===== src/rtl/tick_gen_pkg.sv =====
// tick_gen_pkg: shared mode type, reset divisor and divisor normalisation
package tick_gen_pkg;

    typedef enum logic {
        MODE_PERIODIC = 1'b0,
        MODE_ONESHOT  = 1'b1
    } mode_t;

    localparam int unsigned DEFAULT_DIV = 10_000_000;

    // A zero divisor would never wrap; it behaves as divide-by-one instead.
    function automatic logic [63:0] norm_div(input logic [63:0] d);
        return (d == 64'd0) ? 64'd1 : d;
    endfunction

endpackage


===== src/rtl/tick_channel.sv =====
// tick_channel: one divider channel with shadowed divisor/mode and one-shot parking
module tick_channel
    import tick_gen_pkg::*;
#(
    parameter int               DIV_W   = 32,
    parameter logic [DIV_W-1:0] RST_DIV = DIV_W'(tick_gen_pkg::DEFAULT_DIV)
) (
    input  logic             clk,
    input  logic             rst,
    input  logic             enable,
    input  logic             clear,
    input  logic             cfg_we,
    input  logic [DIV_W-1:0] cfg_div,
    input  logic             cfg_oneshot,
    output logic             tick,
    output logic             done,
    output logic [DIV_W-1:0] cnt
);

    mode_t            os_act, os_shd;
    logic [DIV_W-1:0] div_act, div_shd, div_eff;
    logic             pending, wrap, xfer;

    // Shadow moves to active only at cnt=0 states, so a period is never truncated.
    always_comb begin
        div_eff = DIV_W'(norm_div(64'(div_act)));
        wrap    = enable && !done && (cnt == div_eff - DIV_W'(1));
        xfer    = pending && (wrap || clear || (!enable && cnt == '0));
    end

    always_ff @(posedge clk or posedge rst) begin
        if (rst) begin
            cnt  <= '0;
            tick <= 1'b0;
            done <= 1'b0;
        end else if (clear) begin
            cnt  <= '0;
            tick <= 1'b0;
            done <= 1'b0;
        end else if (done || !enable) begin
            tick <= 1'b0;
        end else if (wrap) begin
            cnt  <= '0;
            tick <= 1'b1;
            done <= (os_act == MODE_ONESHOT);
        end else begin
            cnt  <= cnt + DIV_W'(1);
            tick <= 1'b0;
        end
    end

    // A write landing on a transfer edge stays pending for the next one.
    always_ff @(posedge clk or posedge rst) begin
        if (rst) begin
            div_act <= RST_DIV;
            div_shd <= RST_DIV;
            os_act  <= MODE_PERIODIC;
            os_shd  <= MODE_PERIODIC;
            pending <= 1'b0;
        end else begin
            div_act <= xfer ? div_shd : div_act;
            os_act  <= xfer ? os_shd : os_act;
            div_shd <= cfg_we ? cfg_div : div_shd;
            os_shd  <= cfg_we ? mode_t'(cfg_oneshot) : os_shd;
            pending <= cfg_we || (pending && !xfer);
        end
    end

endmodule


===== src/rtl/tick_gen_multi.sv =====
// tick_gen_multi: N_CH independent programmable tick dividers with shared config port
module tick_gen_multi
    import tick_gen_pkg::*;
#(
    parameter int               N_CH        = 4,
    parameter int               DIV_W       = 32,
    parameter logic [DIV_W-1:0] DEFAULT_DIV = DIV_W'(tick_gen_pkg::DEFAULT_DIV),
    localparam int              CH_W        = (N_CH > 1) ? $clog2(N_CH) : 1
) (
    input  logic                  clk,
    input  logic                  rst,
    input  logic [N_CH-1:0]       enable,
    input  logic [N_CH-1:0]       clear,
    input  logic                  cfg_we,
    input  logic [CH_W-1:0]       cfg_ch,
    input  logic [DIV_W-1:0]      cfg_div,
    input  logic                  cfg_oneshot,
    output logic [N_CH-1:0]       tick,
    output logic [N_CH-1:0]       done,
    output logic [N_CH*DIV_W-1:0] cur_count
);

    logic [N_CH-1:0] ch_we;

    // Out-of-range cfg_ch matches no channel and is silently dropped.
    for (genvar c = 0; c < N_CH; c++) begin : g_ch
        assign ch_we[c] = cfg_we && (cfg_ch == CH_W'(c));
        tick_channel #(
            .DIV_W   (DIV_W),
            .RST_DIV (DEFAULT_DIV)
        ) u_ch (
            .clk         (clk),
            .rst         (rst),
            .enable      (enable[c]),
            .clear       (clear[c]),
            .cfg_we      (ch_we[c]),
            .cfg_div     (cfg_div),
            .cfg_oneshot (cfg_oneshot),
            .tick        (tick[c]),
            .done        (done[c]),
            .cnt         (cur_count[c*DIV_W +: DIV_W])
        );
    end

endmodule


===== config.mk =====
export PLATFORM = sky130hd
export DESIGN_NAME = tick_gen_multi
export DESIGN_NICKNAME = d
export VERILOG_FILES = /design/src/rtl/tick_gen_pkg.sv /design/src/rtl/tick_channel.sv /design/src/rtl/tick_gen_multi.sv
export SDC_FILE = /design/constraint.sdc
export NUM_CORES = 1
export LEC_CHECK = 0
export CAP_MARGIN = 10
export CORE_ASPECT_RATIO = 0.8
export CORE_UTILIZATION = 45
export CTS_CLUSTER_SIZE = 8
export DETAILED_ROUTE_END_ITERATION = 6
export PLACE_DENSITY_LB_ADDON = 0.25
export SYNTH_ARGS = -nofsm -noshare
export SYNTH_HDL_FRONTEND = slang
export SYNTH_SLANG_ARGS = --single-unit

===== constraint.sdc =====
create_clock -name clk -period 37.4 [get_ports clk]
set_input_delay 7.48 -clock clk [delete_from_list [all_inputs] [get_ports clk]]
set_output_delay 7.48 -clock clk [all_outputs]
set_load 0.05 [all_outputs]

==> flow_summary.yaml <==
worst_setup_path:
  cp-end-kind: "flip-flop"
  crit_path_max_fanout: 33
  crit_required_ps: 37870
  crit_slowest_cell: "clkdlybuf4s50_1"
  cp.arrival_ps: 11090
  path_buf_inv: 3
  cp_top_family: "simple AND/OR/NAND/NOR gates"
  cp_slowest_stage_delay_ps: 510
  cp-start-kind: "input pin"
  crit_chain: "clkdlybuf4s50_1 -> nor2b_1 -> nand2_1 -> nand4b_1 -> or4_1 -> nor4_1 -> nand4b_1 -> o31ai_4 -> buf_4 -> o21ai_4 -> buf_4 -> mux2_4"
  crit_type: "in -> reg"
timing:
  slew_viol_final: 0
  clock_skew_ps: 17.9
  fin_setup_tns_ps: 0
  rsz0062_at_grt: "false"
  worst_slew_pin_slew_ps: 1170
  finalCriticalPeriod_ps: 10620
  min_period_over_period: 0.284
  hold_violations: 0
  max_freq_mhz: 94.2
  slew_headroom: 0.210
  setup_viol: 0
  hold_slack_ps: 494
yosys:
  synth_top_cells_by_area: "dfrtp_1 38%, mux2_2 12%, dfstp_2 7.5%"
  syn_nets: 2187
  synth_cell_types: 78
  synth_mux_area_frac: 0.145
  synth_compound_area_frac: 0.0695
  ys_ff_latch: 404
  yosys.area.top_type: "dfrtp_1"
  synth.top_cell.area_share: 0.382
  async_reset_ff_frac: 1.00
  synth_ff_type: "dfrtp_1"
  synthAdderAreaFrac: 0.00673
  synthSimpleGateAreaFrac: 0.192
  synth_warnings: 0
  synth_xor_area_frac: 0.101
  synth_area_per_cell_um2: 10.5
  syn_area_um2: 22300
  synth_top_family_by_area: "simple AND/OR/NAND/NOR gates"
  ys_seq_area_frac: 0.457
  synthCells: 2129
  synth-edff-count: 0
clock_tree:
  cts_htree_levels: 2
  hold_buffers: 0
  cts_setup_buffers: 0
  numClockSinks: 404
  clk_path_buf_depth: 3
  cts_tree: "yes"
  cts.clk_slew.worst_paths_ps: 50
  clock_latency_ps: 610
  cts_resized: 0
  cts-buffers-inserted: 56
  cts_root_buffer: "clkbuf_16"
cells_and_area:
  regArea_um2: 10200
  drive_gt1_frac: 0.192
  area_delta_synth_final_pct: 17.7
  nets: 2331
  final_common_cell: "dfrtp_1"
  n_antenna_cell: 0
  final_cell_mix: "340 x dfrtp_1, 237 x mux2_2, 219 x nor2_1, 181 x clkdlybuf4s50_1, 137 x xor2_1"
  nFillCells: 4322
  multiInputGateArea_um2: 11500
die:
  num_rows: 72
  die_h_um: 201
  die_area_um2: 50400
  core-area_um2: 48600
  start_util: 0.458
  ios: 182
  die_w_um: 251
power:
  seq_power_share: 0.435
  ir_worst_vdd_v: 0.0000343
  p_sw_frac: 0.333
  switchingPower_mw: 0.508
  power_frac_comb: 0.253
  clock_power_share: 0.312
  powerDensity_nw_per_um2: 58.1
  internal_power_mw: 1.02
  leakagePower_nw: 10.4
global_route:
  antenna_found_initial: 5
  overflow: 0
  grt_max_degree: 144
  grt_pass1_wl_um: 99800
  grt_pass1_vias: 17600
  track_usage: 0.249
outcome:
  status: "complete, no violations"
placement:
  dp_hpwl_um: 44600
  numPortBuffers: 181
  gp_congestion: 0.908
routing:
  drtIter0Drc: 1283
  route.detailed.drc: 0
  num_vias: 17400
  drt_wl_total_um: 62400
  detail_route.wl_per_cell_um: 21.2
  ant_nets: 0
  viasPerCell: 5.90
  dr.pass1.iters: 5
worst_hold_path:
  min_path_type: "reg -> reg"
run:
  cap_violations: 0
cells by family after synthesis:
logic type | after synthesis
xor gates and xnor gates | 258
DFF | 404
adders and majority gates | 12
AOI/OAI and AO/OA | 220
buffers and inverters | 150
muxes | 279
and+or+nand+nor | 806
stage by stage:
stage	instance area [um2]	total power [mW]	setup WS, ps	std cells	util
floorplan	22300	0.929	18790	2129	-
global placement	24600	1.03	26310	2844	0.506
detailed placement	24600	1.05	26200	2844	0.506
CTS	26200	1.53	26810	2948	0.540
global route	26200	1.61	26580	2948	0.540
finish	26200	1.53	26780	2948	0.540
final cells by class:
| type | instances | area share |
|---|---|---|
| clock buffers | 102 | 0.0616 |
| multi-input cells | 1575 | 0.439 |
| inverters | 35 | 0.00529 |
| clock inverters | 2 | 0.000810 |
| repair buffers | 201 | 0.0748 |
| flip-flops and latches | 404 | 0.388 |
| well taps | 629 | 0.0300 |
path summary, 6_finish.rpt:
path,startpoint,end,slack (ps),depth (start not counted)
min in group asynchronous,rst,g_ch[2].u_ch.cnt[24],7460,2
min,g_ch[1].u_ch.div_shd[22],g_ch[1].u_ch.div_act[22],490,1
max,enable[0],g_ch[0].u_ch.div_act[26],26780,12
max in group asynchronous,rst,g_ch[2].u_ch.div_shd[14],27270,4
max reg2reg,g_ch[0].u_ch.div_act[20],g_ch[0].u_ch.div_act[26],31340,16
min reg2reg,g_ch[1].u_ch.div_shd[22],g_ch[1].u_ch.div_act[22],490,1
synthesized netlist by cell type (5+ instances only):
cell type  number
nand3_1        62
or3_1          33
buf_4           8
inv_1          35
o211ai_1       11
o2111ai_1      17
or4_1          28
xnor2_1       121
clkbuf_1      102
nand2_1       110
dfstp_2        64
nor2_1        219
nand2b_1       19
dfrtp_1       340
o31ai_1         8
mux2_4         30
or2_2          12
nor3b_1        10
a2111oi_0       7
nor4b_1        14
a41oi_1         7
and3_1         29
xor2_1        137
mux2_2        237
mux2i_1        12
nor4_1         91
o311ai_0        5
o21ai_0        42
nand3b_1        8
nor3_1         52
nor2b_1        17
ha_1           12
and2_1          6
o21a_1          7
a31oi_1        15
and4_1         20
nand4_1        54
nand4b_1        5
a211oi_1        7
a21oi_1        39
sequential cells by signal, summed over array words and instances, names as in the netlist:
name and count:
g_ch.u_ch.div_shd 128, g_ch.u_ch.os_shd 4, g_ch.u_ch.cnt 128, g_ch.u_ch.pending 4, g_ch.u_ch.tick 4, g_ch.u_ch.done 4
g_ch.u_ch.div_act 128, g_ch.u_ch.os_act 4
power by group through the flow:
stage                     logic [mW]  registers, mW  clock network (mW)
after floorplan                0.315          0.614                   0
after global placement         0.370          0.664                   0
after detailed placement       0.380          0.670                   0
after CTS                      0.383          0.663               0.486
after global routing           0.423          0.679               0.506
final                          0.386          0.663               0.476
metal layers:
metal / track usage / vias up / routed length [um]
met5: 0 / - / 0
met2: 0.396 / 460 / 28800
met4: 0.0629 / 0 / 1170
met3: 0.0346 / 91 / 3120
met1: 0.357 / 8797 / 29400
li1: - / 8037 / -
Note: power is estimated with default switching activity, not from simulation.
